==> config.mk <==
export PLATFORM = sky130hd
export DESIGN_NAME = dmem_responder_flat
export DESIGN_NICKNAME = d
export VERILOG_FILES = /design/src/rtl/dmem_pkg.sv /design/src/rtl/dmem_if.sv /design/src/rtl/dmem_array.sv /design/src/rtl/dmem_responder.sv /design/src/flat_wrapper.sv
export SDC_FILE = /design/constraint.sdc
export NUM_CORES = 1
export LEC_CHECK = 0
export BUFFER_PORTS_ARGS = -buffer_cell sky130_fd_sc_hd__buf_2
export CAP_MARGIN = 15
export CORE_ASPECT_RATIO = 0.8
export CORE_MARGIN = 10
export CORE_UTILIZATION = 57
export CTS_CLUSTER_DIAMETER = 50
export DETAILED_ROUTE_END_ITERATION = 10
export HOLD_SLACK_MARGIN = 0.12
export PLACE_DENSITY = 0.74
export SYNTH_ARGS = -nofsm -noshare
export SYNTH_HDL_FRONTEND = slang
export SYNTH_HIERARCHICAL = 1
export SYNTH_SLANG_ARGS = --single-unit
==> constraint.sdc <==
create_clock -name clk -period 7.4 [get_ports clk]
set_clock_uncertainty 0.15 [all_clocks]
set_input_delay 0.37 -clock clk [delete_from_list [all_inputs] [get_ports clk]]
set_output_delay 0.37 -clock clk [all_outputs]
set_load 0.005 [all_outputs]
==> src/rtl/dmem_pkg.sv <==
`default_nettype none
// ============================================================================
//  Module   : dmem_pkg
//  Brief    : Shared constants, FSM state encoding and byte-merge helper for
//             the data-memory responder slice.
//  Revision : 1.0 - initial release
// ============================================================================
package dmem_pkg;

  // Byte-enable width and the "no byte written" (read) encoding
  localparam int              BE_W     = 4;
  localparam logic [BE_W-1:0] WEN_READ = 4'b0000;

  // Word-index width: addresses select word req_addr[6:2]
  localparam int IDX_W = 5;

  // Responder FSM states
  localparam logic [1:0] ST_IDLE = 2'd0;
  localparam logic [1:0] ST_WAIT = 2'd1;
  localparam logic [1:0] ST_RESP = 2'd2;

  // Overlay the enabled bytes of new_word onto old_word
  function automatic logic [31:0] merge_bytes(input logic [31:0]     old_word,
                                              input logic [31:0]     new_word,
                                              input logic [BE_W-1:0] wen);
    logic [31:0] merged;
    merged = old_word;
    for (int b = 0; b < BE_W; b++) begin
      if (wen[b]) merged[8*b +: 8] = new_word[8*b +: 8];
    end
    return merged;
  endfunction

endpackage
`default_nettype wire

==> src/rtl/dmem_if.sv <==
`default_nettype none
// ============================================================================
//  Module   : dmem_if
//  Brief    : Request/response handshake bundle between a requester (master)
//             and the data-memory responder (slave).
//  Revision : 1.0 - initial release
// ============================================================================
interface dmem_if;
  import dmem_pkg::*;

  logic            req_valid;
  logic            req_ready;
  logic [BE_W-1:0] req_wen;
  logic [31:0]     req_addr;
  logic [31:0]     req_wdata;
  logic            resp_valid;
  logic            resp_ready;
  logic [31:0]     resp_rdata;
  logic            resp_err;

  modport master (
    output req_valid, req_wen, req_addr, req_wdata, resp_ready,
    input  req_ready, resp_valid, resp_rdata, resp_err
  );

  modport slave (
    input  req_valid, req_wen, req_addr, req_wdata, resp_ready,
    output req_ready, resp_valid, resp_rdata, resp_err
  );

endinterface
`default_nettype wire

==> src/rtl/dmem_array.sv <==
`default_nettype none
// ============================================================================
//  Module   : dmem_array
//  Brief    : Word storage with byte-enabled synchronous write and two
//             asynchronous read ports. Contents are never reset.
//  Revision : 1.0 - initial release
// ============================================================================
module dmem_array
  import dmem_pkg::*;
#(
  parameter int DEPTH = 32
) (
  input  wire logic              clk,
  input  wire logic [BE_W-1:0]   we,
  input  wire logic [IDX_W-1:0]  waddr,
  input  wire logic [31:0]       wdata,
  input  wire logic [IDX_W-1:0]  ra_addr,
  output logic      [31:0]       ra_data,
  input  wire logic [IDX_W-1:0]  rb_addr,
  output logic      [31:0]       rb_data
);

  logic [31:0] r_mem [DEPTH];

  // Byte-lane write on the rising edge; untouched lanes keep their contents
  always_ff @(posedge clk) begin
    for (int b = 0; b < BE_W; b++) begin
      if (we[b]) r_mem[waddr][8*b +: 8] <= wdata[8*b +: 8];
    end
  end

  assign ra_data = r_mem[ra_addr];
  assign rb_data = r_mem[rb_addr];

endmodule
`default_nettype wire

==> src/rtl/dmem_responder.sv <==
`default_nettype none
// ============================================================================
//  Module   : dmem_responder
//  Brief    : Single-outstanding data-memory responder. Accepts a request in
//             IDLE, waits WAIT_CYCLES, performs a byte-enabled access with
//             read-after-write data, then holds the response until taken.
//             Build option DMEM_TEST_PORT_EN enables the display read port
//             (test_addr/test_data); otherwise test_data is tied to zero.
//  Revision : 1.0 - initial release
// ============================================================================
module dmem_responder
  import dmem_pkg::*;
#(
  parameter int WAIT_CYCLES = 2,
  parameter int DEPTH       = 32
) (
  input  wire logic        clk,
  input  wire logic        resetn,
  dmem_if.slave            bus,
  input  wire logic [4:0]  test_addr,
  output logic      [31:0] test_data
);

  localparam logic [3:0] C_WAIT = 4'(WAIT_CYCLES);

  logic [1:0]       r_state;
  logic [3:0]       r_cnt;
  logic [BE_W-1:0]  r_wen;
  logic [IDX_W-1:0] r_idx;
  logic             r_misal;
  logic [31:0]      r_wdata;
  logic [31:0]      r_rdata;
  logic             r_err;

  logic             w_access;
  logic [BE_W-1:0]  w_we;
  logic [31:0]      w_old;
  logic [31:0]      w_merged;
  logic [31:0]      w_test_rdata;
  logic             w_unused_addr_hi;

  // The access happens on the edge that leaves WAIT with an expired counter;
  // reset forces IDLE asynchronously, so a pending write can never fire.
  assign w_access = (r_state == ST_WAIT) && (r_cnt == 4'd0);
  assign w_we     = (w_access && !r_misal) ? r_wen : WEN_READ;
  assign w_merged = merge_bytes(w_old, r_wdata, r_wen);

  // Only word-index and alignment bits matter; higher bits wrap the array
  assign w_unused_addr_hi = ^bus.req_addr[31:7];

  dmem_array #(
    .DEPTH (DEPTH)
  ) u_array (
    .clk     (clk),
    .we      (w_we),
    .waddr   (r_idx),
    .wdata   (r_wdata),
    .ra_addr (r_idx),
    .ra_data (w_old),
    .rb_addr (test_addr),
    .rb_data (w_test_rdata)
  );

  // Request capture, wait countdown, access and response hand-off
  always_ff @(posedge clk or negedge resetn) begin
    if (!resetn) begin
      r_state <= ST_IDLE;
      r_cnt   <= 4'd0;
      r_wen   <= WEN_READ;
      r_idx   <= '0;
      r_misal <= 1'b0;
      r_wdata <= 32'd0;
      r_rdata <= 32'd0;
      r_err   <= 1'b0;
    end else begin
      case (r_state)
        ST_IDLE: begin
          if (bus.req_valid) begin
            r_wen   <= bus.req_wen;
            r_idx   <= bus.req_addr[6:2];
            r_misal <= (bus.req_addr[1:0] != 2'b00);
            r_wdata <= bus.req_wdata;
            r_cnt   <= C_WAIT;
            r_state <= ST_WAIT;
          end
        end
        ST_WAIT: begin
          if (r_cnt != 4'd0) begin
            r_cnt <= r_cnt - 4'd1;
          end else begin
            r_rdata <= r_misal ? 32'd0 : w_merged;
            r_err   <= r_misal;
            r_state <= ST_RESP;
          end
        end
        ST_RESP: begin
          if (bus.resp_ready) r_state <= ST_IDLE;
        end
        default: r_state <= ST_IDLE;
      endcase
    end
  end

  assign bus.req_ready  = (r_state == ST_IDLE);
  assign bus.resp_valid = (r_state == ST_RESP);
  assign bus.resp_rdata = r_rdata;
  assign bus.resp_err   = r_err;

`ifdef DMEM_TEST_PORT_EN
  assign test_data = w_test_rdata;
`else
  logic w_unused_test;
  assign w_unused_test = ^w_test_rdata;
  assign test_data     = 32'd0;
`endif

endmodule
`default_nettype wire

==> src/flat_wrapper.sv <==
// flat-port wrapper written by rule: the top's interface ports become plain ports
module dmem_responder_flat import dmem_pkg::*;
#(
  parameter int WAIT_CYCLES = 2,
  parameter int DEPTH       = 32
)
  (clk, resetn, test_addr, test_data, bus_req_valid, bus_req_wen, bus_req_addr, bus_req_wdata, bus_resp_ready, bus_req_ready, bus_resp_valid, bus_resp_rdata, bus_resp_err);
  dmem_if bus_i ();
  input  wire logic clk;
  input  wire logic resetn;
  input  wire logic [4:0] test_addr;
  output logic      [31:0] test_data;
  input wire logic [$bits(bus_i.req_valid)-1:0] bus_req_valid;
  input wire logic [$bits(bus_i.req_wen)-1:0] bus_req_wen;
  input wire logic [$bits(bus_i.req_addr)-1:0] bus_req_addr;
  input wire logic [$bits(bus_i.req_wdata)-1:0] bus_req_wdata;
  input wire logic [$bits(bus_i.resp_ready)-1:0] bus_resp_ready;
  output wire logic [$bits(bus_i.req_ready)-1:0] bus_req_ready;
  output wire logic [$bits(bus_i.resp_valid)-1:0] bus_resp_valid;
  output wire logic [$bits(bus_i.resp_rdata)-1:0] bus_resp_rdata;
  output wire logic [$bits(bus_i.resp_err)-1:0] bus_resp_err;
  assign bus_i.req_valid = bus_req_valid;
  assign bus_i.req_wen = bus_req_wen;
  assign bus_i.req_addr = bus_req_addr;
  assign bus_i.req_wdata = bus_req_wdata;
  assign bus_i.resp_ready = bus_resp_ready;
  assign bus_req_ready = bus_i.req_ready;
  assign bus_resp_valid = bus_i.resp_valid;
  assign bus_resp_rdata = bus_i.resp_rdata;
  assign bus_resp_err = bus_i.resp_err;
  dmem_responder #(.WAIT_CYCLES(WAIT_CYCLES), .DEPTH(DEPTH)) u_core (.clk(clk), .resetn(resetn), .bus(bus_i), .test_addr(test_addr), .test_data(test_data));
endmodule
* Yosys cells after proc, flatten, opt, wreduce, memory -nomap -nowiden
Memories as Yosys holds them, arrays and structs flattened.
Cells that the tools add are included.
** Word-level totals
- Memories :: 1
- Output and inout bits :: 67
- Bits in registers :: 81
- Input port bits :: 77
- Memory bits (writable) :: 1024
** Cells by class
- Bitwise logic cells :: 1
- $add $sub $neg :: 1
- Reductions and logical operators :: 12
- Equal/unequal tests :: 6
- Muxes and demuxes :: 21
** Memory list
- u_core.u_array.r_mem :: words 32, width 32, rd ports 1, clocked after memory_dff 0, wr ports 1, line dmem_array.sv:23 : logic [31:0] r_mem [DEPTH];
** Operators with widths (count)
- 32-bit two-way mux :: 1
- 8-bit two-way mux :: 4
- 4-bit two-way mux :: 3
- 1-bit two-way mux :: 8
- 2-bit inequality test (second input constant) :: 4
- 4-bit one-hot mux with 2 select lines :: 1
- 2-bit two-way mux :: 3
- 2-bit one-hot mux with 3 select lines :: 1
- 3-bit AND reduction :: 2
- 4-bit logical NOT :: 1
- 2-bit AND reduction :: 2
- 2-bit nonzero test :: 2
- 4-bit nonzero test :: 1
- 4-bit by 1-bit subtractor with 4-bit output (second input constant) :: 1
- 2-bit by 1-bit == test with 1-bit output (second input constant) :: 1
- 2-bit == test (second input constant) :: 1
- 1-bit logical AND :: 2
- 2-bit logical NOT :: 1
- 1-bit logical NOT :: 1
- 1-bit inverter :: 1

* Depth between registers and ports, before layout
- Depth after elaboration :: 6
- Depth in mapped cells :: 11
- Depth with buffers taken out :: 8

* Modules after synthesis
Netlist, hierarchy kept.
** By module, submodules not included
- dmem_array :: cells each 3528, area an instance 49637.6 um^2, times used 1
- dmem_responder :: cells each 305, area an instance 3956.3 um^2, times used 1

* Worst setup path after synthesis
Ideal clock, no wire load.
- Path type :: register to register
- Start point :: register u_core.r_cnt[0]
- End point :: memory u_core.u_array.r_mem[10][0] (enable)
- Path buffers :: 3
- Stages on the path, launching flop included :: 10
- Data required time :: 6918 ps
- Setup slack :: 4635 ps
- Arrival time :: 2284 ps
- Cells stage by stage :: dfrtp_1 > inv_1 > ha_1 > or3b_4 > nand2b_4 > buf_6 > buf_6 > nor3b_1 > clkbuf_1 > and2_1
** Between the ends
- Cells in the longest elaborated chain, start to end :: 6
** RTL lines
- start, declared :: line dmem_responder.sv:27 : logic [3:0] r_cnt;
- start signal, assigned :: line dmem_responder.sv:89 : r_cnt <= r_cnt - 4'd1;
- 4-bit logical NOT :: line dmem_responder.sv:44 : assign w_access = (r_state == ST_WAIT) && (r_cnt == 4'd0);
- 1-bit logical AND :: line dmem_responder.sv:44
- 1-bit logical AND :: line dmem_responder.sv:45 : assign w_we = (w_access && !r_misal) ? r_wen : WEN_READ;
- 4-bit two-way mux :: line dmem_responder.sv:45
- named net u_core.w_we[0] :: line dmem_responder.sv:36 : logic [BE_W-1:0] w_we;
- 1-bit two-way mux :: line dmem_array.sv:28 : if (we[b]) r_mem[waddr][8*b +: 8] <= wdata[8*b +: 8];
- 1-bit two-way mux (implied by the code) :: line dmem_array.sv:28
- end, declared :: line dmem_array.sv:23
The timed path passes the listed nets, and every way through them passes these cells.

* Final worst setup path
- Start point :: register u_core.r_idx[1]
- End point :: register u_core.r_rdata[1] (netlist: u_core/bus.resp_rdata[1])
** Between the ends
- Cells in the longest elaborated chain, start to end :: 3
** RTL lines
- start, declared :: line dmem_responder.sv:29 : logic [IDX_W-1:0] r_idx;
- start signal, assigned :: line dmem_responder.sv:80 : r_idx <= bus.req_addr[6:2];
- memory 32 x 32 bit
- named net u_core.w_old[1] :: line dmem_responder.sv:37 : logic [31:0] w_old;
- 8-bit two-way mux :: line dmem_pkg.sv:29 : if (wen[b]) merged[8*b +: 8] = new_word[8*b +: 8];
- 32-bit two-way mux :: line dmem_responder.sv:91 : r_rdata <= r_misal ? 32'd0 : w_merged;
- end signal, assigned :: line dmem_responder.sv:91
- end, declared :: line dmem_responder.sv:32 : logic [31:0] r_rdata;
The timed path passes the listed nets, and every way through them passes these cells.
A chain may end at the register's enable or synchronous reset.

==> run metrics <==
status finished clean; max-slew violation count 0; Num CTS Buffers 102; syn avg cell area 16.70 sq um; TritonCTS clock tree yes; Critical Path Start Type flip-flop; CTS clk-pin slew, worst paths 0.06 ns; router iterations before antenna repair 6; die height 270.4 um; grt ovf 0; critical path launch point u_core/r_idx[1]; Crit path largest cell delay 1.06 ns; Hold Slack 0.2654 ns; largest net degree at the start of global routing 144; nets 2,878; Leak 18.00 nW; endpoints failing setup 0; Worst R2R Path Depth 9; Core Rows 91; Routed Antenna Nets 0; Post-DP HPWL 60,600 um; dpl cell area 45,750 sq um; routed length per instance 26.06 um; crit path capture type flip-flop; unrepaired setup endpoints after global routing no; period utilization 0.5701; worst-skew pair later-pin latency 0.67 ns; R2R setup slack 3.18 ns; CP max FO 143; Initial Utilization 0.5770; Buf/Inv on CP 2; critical path cell sequence buf_12 > buf_4 > mux2i_1 > a22oi_1 > nand3_1 > nand3_1 > mux2i_1 > nor2_1 > mux2_2; CP top delay family buffers and inverters; r2r startpoint u_core/r_idx[1]; total number of vias 24,210; Post-Route Setup TNS 0 ns; post-layout worst setup margin 3.181 ns; maximum vdd drop 0.4469 mV; first-pass GRT wire length 151,700 um; Post-Syn Instances 2,675; Critical Path AT 4.61 ns; slowest cell on the critical path dfrtp_4; critical path required time 7.79 ns; # DRC 0; num ports 144; WL final 102,100 um; met2 GRT Util 0.3449; synthesis-to-layout area growth 11.56%; R2R Path End u_core/bus.resp_rdata[1]; worst hold path class in2async; met1 Use GR 0.3182; Placer Congestion 0.8329; vias per cell 6.180; critical path class reg2reg; Core ar. 77,420 sq um; Netlist Area Pre-Place 44,680 sq um; Max Cap Viol 0; H-tree depth 3; post-route design area 49,840 sq um; minimum clock period after layout 4.219 ns; Yosys warnings 6; vias in the first global route 24,120; Tightest Pin Transition 1.277 ns; final hold viol count 0; setup bufs post-CTS 0; Max-slew headroom 0.1455; post-place setup slack 3.240 ns; f_max 237.0 MHz; Horiz. Die Dim 333.0 um; CTS Root Buffer Type clkbuf_16; fill cell count 5,229; Die Area 90,050 sq um; initial antenna violation count 6; port bufs 81; grt peak-use layer met2; Total GRT Usage 0.2217; CTS sink cnt 1,105; layout cells sized above 1 0.1318; Starting DRT DRC Count 3,000; CTS Buffer Depth 3; PD cells 395.6 nW/um^2; grt met3 use 0.04043
[cells in the final DEF, fill, tap and decap left out, types with 14 or more instances in the layout]
cell	instances
edfxtp_1	1024
mux2_4	15
conb_1	32
a22oi_1	96
a31oi_1	32
clkinv_2	14
nand2_1	105
clkbuf_16	107
buf_2	80
mux2i_1	547
clkbuf_1	15
nor3_1	34
mux2_2	59
a21oi_1	96
buf_4	42
dlygate4sd3_1	46
clkinv_1	17
dfrtp_1	79
nand3_1	99
nor2_1	68
a22o_1	64
and2_1	128
[registers in the layout, indices dropped and copies added, names as in the netlist]
name,cells
u_core/u_array/r_mem,1024
u_core/bus.resp_rdata,32
u_core/r_wdata,32
u_core/r_idx,5
u_core/r_cnt,4
u_core/r_wen,4
u_core/r_state,2
u_core/bus.resp_err,1
u_core/r_misal,1
[layer usage]
metal / wire length [um] / share of wire / up-vias
met5: 0 / 0 / -
met3: 9529 / 0.093 / 177
met2: 47600 / 0.47 / 1143
met4: 2568 / 0.025 / 0
li1: - / - / 10540
met1: 42410 / 0.42 / 12360
[final cells by class]
type / instances / area (sq um) / share of cell area
Multi-Input combinational cell: 1407 / 10870 / 0.2181
Inverter: 4 / 15.01 / 0.0003012
Sequential cell: 1105 / 32780 / 0.6577
Clock buffer: 132 / 2872 / 0.05761
Timing Repair Buffer: 179 / 1420 / 0.02849
Clock inverter: 56 / 570.5 / 0.01145
Antenna cell: 12 / 30.03 / 0.0006025
Tap cell: 1023 / 1280 / 0.02568
[worst reg2reg max path, delay by kind of cell (launching register included)]
kind                   cells  cell delay (ns)
and+or+nand+nor            3             0.41
DFF                        1             1.06
buffers and inverters      2             1.53
AOI/OAI and AO/OA          1             0.12
muxes                      3             0.83
[worst max path at each step]
stage / to / slack [ns] / cells after the start
detailed placement: u_core/bus.resp_rdata[0] / 3.24 / 9
floorplan: u_core/u_array/r_mem[10][0] / 4.63 / 9
global placement: u_core/bus.resp_rdata[1] / 3.35 / 9
CTS: u_core/bus.resp_rdata[0] / 3.24 / 9
finish: u_core/bus.resp_rdata[1] / 3.18 / 9
global route: u_core/bus.resp_rdata[0] / 2.98 / 9
[report_power, final]
part	total, mW	switching, mW	internal (mW)
clock	5.32	2.24	3.09
sequential	8.41	0.493	7.92
combinational	5.98	3.82	2.17
[stage by stage]
step / util / total power [mW] / instances
5_1_grt: 0.6434 / 20.44 / 3908
4_1_cts: 0.6412 / 19.65 / 3899
3_3_place_gp: 0.5908 / 14.13 / 3665
3_5_place_dp: 0.5908 / 14.34 / 3665
6_report: 0.6437 / 19.71 / 3918
2_1_floorplan: - / 12.40 / 2706
[repair_timing]
action,in CTS,in global routing
endpoints found under the hold margin,84,0
resized for setup,0,0
hold buffers,46,0
No activity file was read; power rests on OpenSTA's default activity.
